`config.mk`:
```
export PLATFORM = sky130hd
export DESIGN_NAME = ofm_drain_unit
export DESIGN_NICKNAME = d
export VERILOG_FILES = /design/src/rtl/ofm_drain_unit.sv
export SDC_FILE = /design/constraint.sdc
export NUM_CORES = 1
export LEC_CHECK = 0
export ABC_AREA = 1
export CORE_MARGIN = 2
export CORE_UTILIZATION = 45
export DETAILED_ROUTE_END_ITERATION = 6
export PLACE_DENSITY = 0.84
export SLEW_MARGIN = 20
export SYNTH_ARGS = -nofsm -noshare
export SYNTH_HDL_FRONTEND = slang
export SYNTH_SLANG_ARGS = --single-unit
```
`constraint.sdc`:
```
create_clock -name clk -period 5.6 [get_ports clk]
set_input_delay 0.84 -clock clk [delete_from_list [all_inputs] [get_ports clk]]
set_output_delay 0.84 -clock clk [all_outputs]
set_load 0.02 [all_outputs]
```
`src/rtl/ofm_drain_unit.sv`:
```
// OFM drain: snapshot column accumulators, clamp, and stream
// them into OFM SRAM in filter-major order across a layer.
module ofm_drain_unit #(
  parameter int SYSTOLIC_SIZE = 16,
  parameter int ACC_W         = 32,
  parameter int DATA_W        = 16,
  parameter int NO_FILTER     = 20,
  parameter int OFM_PIXELS    = 4,
  parameter int ADDR_W        = 16,
  parameter int RELU          = 1
) (
  input  logic                           clk,
  input  logic                           rst_n,
  input  logic                           drain_start,
  input  logic [SYSTOLIC_SIZE*ACC_W-1:0] acc_in,
  output logic                           mem_wr_valid,
  input  logic                           mem_wr_ready,
  output logic [ADDR_W-1:0]              mem_wr_addr,
  output logic [DATA_W-1:0]              mem_wr_data,
  output logic                           busy,
  output logic                           layer_done,
  output logic                           overrun,
  input  logic                           clr_overrun
);

  localparam int NO_GROUP =
    (NO_FILTER + SYSTOLIC_SIZE - 1) / SYSTOLIC_SIZE;
  localparam int CW =
    SYSTOLIC_SIZE > 1 ? $clog2(SYSTOLIC_SIZE) : 1;
  localparam int GW = NO_GROUP > 1 ? $clog2(NO_GROUP) : 1;
  localparam int PW = OFM_PIXELS > 1 ? $clog2(OFM_PIXELS) : 1;

  localparam logic [PW-1:0] PIX_LAST = PW'(OFM_PIXELS - 1);
  localparam logic [GW-1:0] GRP_LAST = GW'(NO_GROUP - 1);

  localparam logic signed [ACC_W-1:0] MAXV =
    {{(ACC_W-DATA_W+1){1'b0}}, {(DATA_W-1){1'b1}}};
  localparam logic signed [ACC_W-1:0] MINV = ~MAXV;

  typedef enum logic [1:0] {
    IDLE,
    DRAIN,
    FINISH
  } state_e;

  state_e                   state_q, state_d;
  logic [CW-1:0]            col_q, col_d;
  logic [PW-1:0]            pixel_q, pixel_d;
  logic [GW-1:0]            group_q, group_d;
  logic                     done_q, done_d;
  logic                     ovr_q, ovr_d;
  logic                     cap;
  logic [CW-1:0]            last_col;
  logic signed [ACC_W-1:0]  shadow_q [SYSTOLIC_SIZE];
  logic signed [ACC_W-1:0]  sel;
  logic [DATA_W-1:0]        clamped;

  // Highest written column for the current filter group
  always_comb begin
    int rem;
    rem = NO_FILTER - int'(group_q) * SYSTOLIC_SIZE;
    if (rem > SYSTOLIC_SIZE) rem = SYSTOLIC_SIZE;
    last_col = CW'(rem - 1);
  end

  // Next-state and position counters
  always_comb begin
    state_d = state_q;
    col_d   = col_q;
    pixel_d = pixel_q;
    group_d = group_q;
    done_d  = 1'b0;
    cap     = 1'b0;
    case (state_q)
      IDLE: begin
        if (drain_start) begin
          cap     = 1'b1;
          col_d   = '0;
          state_d = DRAIN;
        end
      end
      DRAIN: begin
        if (mem_wr_ready) begin
          if (col_q == last_col) state_d = FINISH;
          else col_d = col_q + 1'b1;
        end
      end
      FINISH: begin
        state_d = IDLE;
        if (pixel_q == PIX_LAST) begin
          pixel_d = '0;
          if (group_q == GRP_LAST) begin
            group_d = '0;
            done_d  = 1'b1;
          end else begin
            group_d = group_q + 1'b1;
          end
        end else begin
          pixel_d = pixel_q + 1'b1;
        end
      end
      default: state_d = IDLE;
    endcase
  end

  // Sticky overrun; a new overrun beats a same-cycle clear
  always_comb begin
    ovr_d = ovr_q;
    if (drain_start && state_q != IDLE) ovr_d = 1'b1;
    else if (clr_overrun) ovr_d = 1'b0;
  end

  // Control state and counters
  always_ff @(posedge clk or negedge rst_n) begin
    if (!rst_n) begin
      state_q <= IDLE;
      col_q   <= '0;
      pixel_q <= '0;
      group_q <= '0;
      done_q  <= 1'b0;
      ovr_q   <= 1'b0;
    end else begin
      state_q <= state_d;
      col_q   <= col_d;
      pixel_q <= pixel_d;
      group_q <= group_d;
      done_q  <= done_d;
      ovr_q   <= ovr_d;
    end
  end

  // Shadow copy frees the PE accumulators for the next tile
  always_ff @(posedge clk or negedge rst_n) begin
    if (!rst_n) begin
      for (int c = 0; c < SYSTOLIC_SIZE; c++)
        shadow_q[c] <= '0;
    end else if (cap) begin
      for (int c = 0; c < SYSTOLIC_SIZE; c++)
        shadow_q[c] <= acc_in[c*ACC_W +: ACC_W];
    end
  end

  // ReLU and saturation of the selected column
  always_comb begin
    sel = shadow_q[col_q];
    if (RELU != 0 && sel < 0)
      clamped = '0;
    else if (sel > MAXV)
      clamped = MAXV[DATA_W-1:0];
    else if (sel < MINV)
      clamped = MINV[DATA_W-1:0];
    else
      clamped = sel[DATA_W-1:0];
  end

  // Write port; address/data read zero outside a drain
  always_comb begin
    mem_wr_valid = (state_q == DRAIN);
    mem_wr_addr  = '0;
    mem_wr_data  = '0;
    if (mem_wr_valid) begin
      mem_wr_addr = ADDR_W'((int'(group_q) * SYSTOLIC_SIZE
                    + int'(col_q)) * OFM_PIXELS + int'(pixel_q));
      mem_wr_data = clamped;
    end
  end

  assign busy       = (state_q != IDLE);
  assign layer_done = done_q;
  assign overrun    = ovr_q;

endmodule

```
; ---- Word level (Yosys, flattened, before mapping)
; Cells that the tools add are included.
[totals]
word_cells = 77
output_inout_bits = 36
ff_bits = 523
input_bits = 517
[classes]
eq_ne = 8
mux = 26
magnitude_cmp = 5
bitwise_logic = 1
reduce_logical = 8
add_sub_neg = 7
[op_table]
columns = op, count
row1 = binary-select mux 32 bit (select 4 bit), 1
row2 = two-way mux 16 bit, 4
row3 = two-way mux 32 bit, 2
row4 = greater-than comparator 32 x 16 -> 1 bit (second input constant), 1
row5 = < comparator 32 x 1 -> 1 bit (second input constant), 1
row6 = < comparator 32 x 16 -> 1 bit (second input constant), 1
row7 = two-way mux 4 bit, 4
row8 = adder 8 x 2 -> 9 bit, 1
row9 = two-way mux 9 bit, 1
row10 = two-way mux 1 bit, 8
row11 = two-way mux 2 bit, 4
row12 = one-hot mux 4 bit (2 select lines), 1
row13 = adder 5 x 4 -> 6 bit, 1
row14 = greater-than comparator 6 bit (second input constant), 1
row15 = nonzero test 2 bit, 3
row16 = subtractor 5 x 5 -> 6 bit (first input constant), 1
row17 = >= comparator 5 bit (second input constant), 1
row18 = NOT 4 -> 5 bit, 1
row19 = adder 4 x 1 -> 4 bit (second input constant), 1
row20 = == test 2 bit (second input constant), 2
row21 = == test 4 bit, 1
row22 = inequality test 2 x 1 -> 1 bit (second input constant), 2
row23 = inequality test 2 bit (second input constant), 2
row24 = one-hot mux 2 bit (2 select lines), 1
row25 = 9 further kinds, 9

; ---- Logic depth before layout (Yosys ltp)
; Gate-level depths: netlist of run 1.
[depth]
ltp_word = 9
ltp_mapped = 16
mapped_depth_nobuf = 13

; ---- Least setup slack after synthesis of run 1
; No wires, ideal clock.
[synth_timing]
path_type = register -> output
from = reg col_q[0]
to = out mem_wr_data[10]
path_stages_with_launch = 13
path_buffers = 5
slack_ps = 2642
t_arrival_ps = 2118
required_ps = 4760
path_cell_list = dfrtp_1 > buf_2 > inv_2 > buf_2 > buf_2 > buf_2 > buf_2 > nand2_1 > a221oi_1 > o21ai_0 > nand2_1 > o21bai_1 > nor2_1
[synth_via]
elab_chain_len = 9
word_cells_on_any_way = 11
cone_classes = order compare: 3 / mux: 7 / bitwise: 1
[synth_rtl]
columns = item, line_no
row1 = "start, declared", 47  ; logic [CW-1:0] col_q, col_d;
row2 = "start signal, assigned", 124  ; col_q <= col_d;
row3 = NOT 4 -> 5 bit (not written as such) (*), 145  ; sel = shadow_q[col_q];
row4 = binary-select mux 32 bit (select 4 bit) (*), 145
row5 = two-way mux 32 bit (not written as such) (*) (2 in series), 145
row6 = < comparator 32 x 16 -> 1 bit, 150  ; else if (sel < MINV)
row7 = two-way mux 16 bit, 150
row8 = two-way mux 16 bit, 148  ; else if (sel > MAXV)
row9 = two-way mux 16 bit (*), 146  ; if (RELU != 0 && sel < 0)
row10 = two-way mux 16 bit (*), 161  ; if (mem_wr_valid) begin
row11 = "end, declared", 19  ; output logic [DATA_W-1:0] mem_wr_data,
; Every way passes the cells marked *; elsewhere a longest branch is shown, timed or not. The select of a mux whose other input is x is not followed.

; ---- Final worst setup path of run 1
[layout_timing]
from = reg col_q[0]
to = out mem_wr_data[5]
; Same word-level chain as after synthesis.

==> qor.txt, run 1 <==
vias in the first global route = 22602
Vias = 23538
WP data arrival = 4430 ps
biggest area consumer among synthesized cells = dfrtp_1
CTS tree = built
DR WL/cell = 19.3 um
max-cap violation count = 0
Nets = 4228
logic gate share of total power = 42.2%
Overflow after GRT = 0
antenna-violating nets left = 0
non-filler cells, final = 4452
final worst-path cycle share = 94.1%
Tot Pwr = 17.7 mW
first-pass GRT wire length = 130000 um
Slew headroom = 23.6%
clock network fraction of design power = 20.8%
origin of the critical flop-to-flop path = state_q[1]
GR Util All Layers = 30.2%
initial antenna violation count = 18
placed cell area = 30200 um^2
Final Slew Violations = 0
CP startpoint kind = register
Fmax achieved = 0.190 GHz
Seq pwr share = 37.0%
pwr dens = 553 nW/um^2
Port Buf Inserts = 542
hold-fix buffers at CTS = 0
final critical-path required period = 5270 ps
Yosys reg bits = 523
Int Pwr = 10.2 mW
TritonCTS buffer count = 54
clock slew at reported path FFs = 60 ps
Hold Fails Final Rpt = 0
Lkg Pwr = 15.8 nW
core region area = 53800 um^2
synthesis-to-layout area growth = 30.8%
routed wire length = 85900 um
via-per-instance ratio = 5.29
io pins = 553
Mapped Area = 24400 um^2
largest net degree at the start of global routing = 199
worst vdd ir = 0.524 mV
DRC viols = 0
Area contributors post-synth = dfrtp_1 54%, nand2_1 28%, o21ai_0 3.4%, nor2_1 3.1%, clkbuf_1 2.5%
fill cell count = 4693
Crit. End Element = output pin
Psw = 7.44 mW
htree depth = 2
required time of the critical path = 4760 ps
yosys warns = 0
cells after synthesis = 3297
register area share after synthesis = 53.5%
row cnt = 85
Setup crit start = col_q[0]
First-pass DRT Iterations = 6
Die Ht = 237 um
CTS Buffer Depth = 3
clk_lat worst skew = 620 ps
sw frac = 42.1%
average cell area after synthesis = 7.41 um^2
clk_skew = 22.5 ps
most frequent cells in the layout = 1816 x nand2_1, 538 x clkdlybuf4s50_1, 520 x dfrtp_1
fraction of layout cells with a size suffix above 1 = 3.36%
Hold Crit Class = input pin to async pin
placed cells = 4349
CTS Sinks = 523
hpwl dp = 59800 um
Synth cell types = 32
Final Cell Area = 32000 um^2
worst slew pin tran = 1150 ps
share of the synthesized area in the top cell type = 53.5%
placer congestion estimate = 0.933
CTS root buf = clkbuf_16
commonest non-fill, non-tap cell in the layout = nand2_1
die width = 237 um
RSZ-0062 raised after global routing = no
outcome = finished, final reports clean
setup TNS = 0 ps
Initial Util = 45.4%
total die area = 56200 um^2
Initial DRC Count = 2488
Worst Path Class, Setup = register to output pin
setup violators final = 0
CP Max Fanout = 126
what timing repair did:
action                                  4_1_cts  5_1_grt
gates resized for setup                       0        1
endpoints found under the hold margin         0        0
buffers inserted                              0        0
endpoints found under the setup margin        0        1
power groups by stage:
stage,registers [mW],clock network [mW],logic (mW)
final,6.54,3.67,7.46
after global routing,6.70,3.86,8.29
after CTS,6.50,3.71,7.49
after detailed placement,6.53,0,7.43
after global placement,6.50,0,7.29
after floorplan,6.19,0,4.79
final timing paths:
path / to / slack [ps] / depth (start not counted)
setup / recovery: mem_wr_data[5] / 330 / 9
setup reg to reg: shadow_q[133] / 2810 / 7
min in group clk: shadow_q[194] / 460 / 2
max in group asynchronous: shadow_q[391] / 3920 / 2
hold / removal: shadow_q[113] / 290 / 1
hold reg to reg: shadow_q[194] / 460 / 2
area by class of cell:
cell class / instances / area (um^2) / area share, %
Clock inverter: 11 / 164 / 0.513
Timing Repair Buffer: 569 / 5740 / 17.9
Tap cell: 696 / 871 / 2.72
Multi-Input combinational cell: 2489 / 10200 / 31.9
Clock buffer: 82 / 1610 / 5.04
Antenna cell: 10 / 25.0 / 0.0783
Sequential cell: 523 / 13100 / 40.9
Inverter: 72 / 289 / 0.904
sequential cells by signal (all words and copies together) (netlist names):
name / flops
state_q: 2
pixel_q: 2
group_q: 1
overrun: 1
shadow_q: 512
layer_done: 1
col_q: 4
per-layer routing:
metal  vias to the layer above  global-route usage (%)  part of all wire [%]
met5                         -                       0                  0.12
met4                        16                    13.5                   4.7
met3                       210                    5.11                   7.8
met2                      1114                    51.9                    50
met1                     11123                    37.3                    38
li1                      11075                       -                     -
kinds of logic (layout without fill, tap and decap cells):
family / Yosys count / in the layout / share of synthesized area, %
buffers and inverters: 294 / 734 / 4.95
AND/OR/NAND/NOR: 2131 / 2131 / 33.4
XOR/XNOR: 1 / 1 / 0.0358
AO/OA/AOI/OAI: 345 / 345 / 7.93
other: 1 / 20 / 0.0153
flip-flops: 523 / 523 / 53.5
adder cells (fa/ha/maj): 2 / 2 / 0.102
cells in the mapped netlist:
cell type	number
conb_1	1
dfrtp_1	523
o21ai_1	32
a21oi_1	68
nand3_1	99
nor3_1	1
clkbuf_1	164
or2_2	2
a31oi_1	1
o21ai_0	165
o221ai_1	10
nand3_2	1
clkinv_1	2
o22ai_1	21
o211ai_1	13
buf_2	39
clkinv_2	1
nor2_4	1
nand2_2	1
ha_1	2
nor2_1	200
nand2_1	1816
inv_2	5
buf_1	4
a221oi_1	16
buf_4	15
inv_1	64
nand4_1	10
o21bai_1	15
o221a_2	2
a211oi_1	2
xor2_1	1
through the flow:
step	hold slack (ps)	worst slack (ps)	util, %
final	286	330	59.4
after global placement	448	966	56.1
after CTS	337	182	59.4
after floorplan	434	2640	-
after detailed placement	453	871	56.1
after global routing	372	41.3	59.4
critical path, stage by stage (launching register included):
cell	delay, ps
dfrtp_4	530
inv_8	550
buf_4	690
nand2_1	190
a221oi_1	550
o21ai_0	200
nand2_1	150
o21bai_1	90
nor2_1	170
clkdlybuf4s50_1	640
Note: power is estimated with default switching activity, not from simulation.
==> run 2: changes to the inputs <==
SETUP_SLACK_MARGIN = 0.15   (was default)
==> run 2 against run 1 <==
Core utilization barely moved. Register-to-register slack gained 20 ps. Total power about the same. Final cell count unchanged. Wire length shrank 0.17%. Sequential power is essentially flat. Die area is the same. Critical path type unchanged.
==> qor.txt, run 2 (same netlist as run 1, synthesis figures left out) <==
outcome = finished, final reports clean
setup TNS = 0 ps
fraction of layout cells with a size suffix above 1 = 3.36%
fill cell count = 4692
Fmax achieved = 0.191 GHz
RSZ-0062 raised after global routing = no
clock slew at reported path FFs = 60 ps
Slew headroom = 23.7%
first-pass GRT wire length = 130000 um
routed wire length = 85800 um
io pins = 553
Post-CTS Setup Inserts = 0
final critical-path required period = 5240 ps
CTS tree = built
Initial Util = 45.4%
TritonCTS buffer count = 54
total die area = 56200 um^2
Overflow after GRT = 0
clock network fraction of design power = 20.8%
Final Slew Violations = 0
setup violators final = 0
logic gate share of total power = 42.2%
placer congestion estimate = 0.933
initial antenna violation count = 18
Worst Path Class, Setup = register to output pin
DR WL/cell = 19.3 um
reg2reg setup slack = 2830 ps
pwr dens = 552 nW/um^2
Nets = 4228
max reg flops = 512
max-cap violation count = 0
worst vdd ir = 0.524 mV
Port Buf Inserts = 542
Hold Crit Class = input pin to async pin
Vias = 23495
commonest non-fill, non-tap cell in the layout = nand2_1
htree depth = 2
worst slew pin tran = 1140 ps
hpwl dp = 59800 um
First-pass DRT Iterations = 6
Hold Fails Final Rpt = 0
CTS Sinks = 523
placed cell area = 30200 um^2
Int Pwr = 10.2 mW
synthesis-to-layout area growth = 30.8%
GR Util All Layers = 30.2%
via-per-instance ratio = 5.28
antenna-violating nets left = 0
Psw = 7.43 mW
CTS root buf = clkbuf_16
Largest Register = shadow_q
Die Ht = 237 um
CP startpoint kind = register
Initial DRC Count = 2488
DRC viols = 0
WP data arrival = 4400 ps
final worst-path cycle share = 93.6%
Crit. End Element = output pin
largest net degree at the start of global routing = 199
sw frac = 42.1%
CTS Buffer Depth = 3
vias in the first global route = 22602
clk_skew = 19.2 ps
most frequent cells in the layout = 1816 x nand2_1, 538 x clkdlybuf4s50_1, 520 x dfrtp_1
clk_lat worst skew = 610 ps
row cnt = 85
core region area = 53800 um^2
required time of the critical path = 4760 ps
Lkg Pwr = 15.8 nW
Seq pwr share = 37.0%
biggest regs = shadow_q: 512 flops, col_q: 4 flops
CP Max Fanout = 126
FF-to-FF path depth = 7
Final Cell Area = 32000 um^2
die width = 237 um
==> run 2: changes by cell type in the layout (fill, tap and decap cells not counted), sizes merged <==
cell	delta
clkinv	-1
inv	+1
==> run 2: cell type report <==
cell class / instances / area [um^2] / area share (%)
flip-flops and latches: 523 / 13100 / 40.9
multi-input cells: 2489 / 10200 / 31.9
repair buffers: 569 / 5740 / 18.0
clock buffers: 82 / 1610 / 5.03
well taps: 696 / 871 / 2.72
inverters: 72 / 290 / 0.908
clock inverters: 11 / 164 / 0.512
diodes: 10 / 25.0 / 0.0782
==> run 2: repair_timing <==
item,4_1_cts,5_1_grt
endpoints found under the hold margin,0,0
resized for setup,0,3
endpoints found under the setup margin,0,12
hold buffers,0,0
==> run 2: power groups by stage <==
stage	clock network, mW	registers, mW	logic (mW)
3_3_place_gp	0	6.50	7.29
2_1_floorplan	0	6.19	4.79
5_1_grt	3.86	6.70	8.29
3_5_place_dp	0	6.53	7.43
4_1_cts	3.71	6.50	7.49
6_report	3.67	6.54	7.45
==> run 2: critical path, cell delays in order, from the launching register on <==
cell             delay, ps
dfrtp_4                530
inv_8                  550
buf_4                  680
nand2_1                180
a221oi_1               550
o21ai_0                200
nand2_1                150
o21bai_1                80
nor2_1                 170
clkdlybuf4s50_1        640
==> run 2: routing by layer <==
metal / vias to the layer above / share of wire [%] / global-route usage [%]
met3: 193 / 7.7 / 5.11
met1: 11122 / 38 / 37.3
met2: 1090 / 50 / 51.9
met5: - / 0.12 / 0
li1: 11074 / - / -
met4: 16 / 4.5 / 13.5
==> run 2: final timing paths <==
kind | start | endpoint
setup reg to reg | state_q[1] | shadow_q[133]
setup / recovery | col_q[0] | mem_wr_data[5]
min in group clk | shadow_q[194] | shadow_q[194]
hold / removal | rst_n | shadow_q[113]
hold reg to reg | shadow_q[194] | shadow_q[194]
max in group asynchronous | rst_n | shadow_q[391]
==> run 2: metrics by stage <==
step                utilization [%]  worst slack, ps  power (mW)  cells  hold WS, ps
detailed placement             56.1              871        14.0   4349          453
finish                         59.4              360        17.7   4452          283
floorplan                         -             2640        11.0   3306          434
global placement               56.1              966        13.8   4349          448
CTS                            59.4              182        17.7   4442          337
global route                   59.4              162        18.9   4449          372
==> run 3: changes to the inputs <==
TNS_END_PERCENT = 30   (was default)
==> results of run 3 <==
No change in the layout: final DEF, timing and power equal those of run 2.
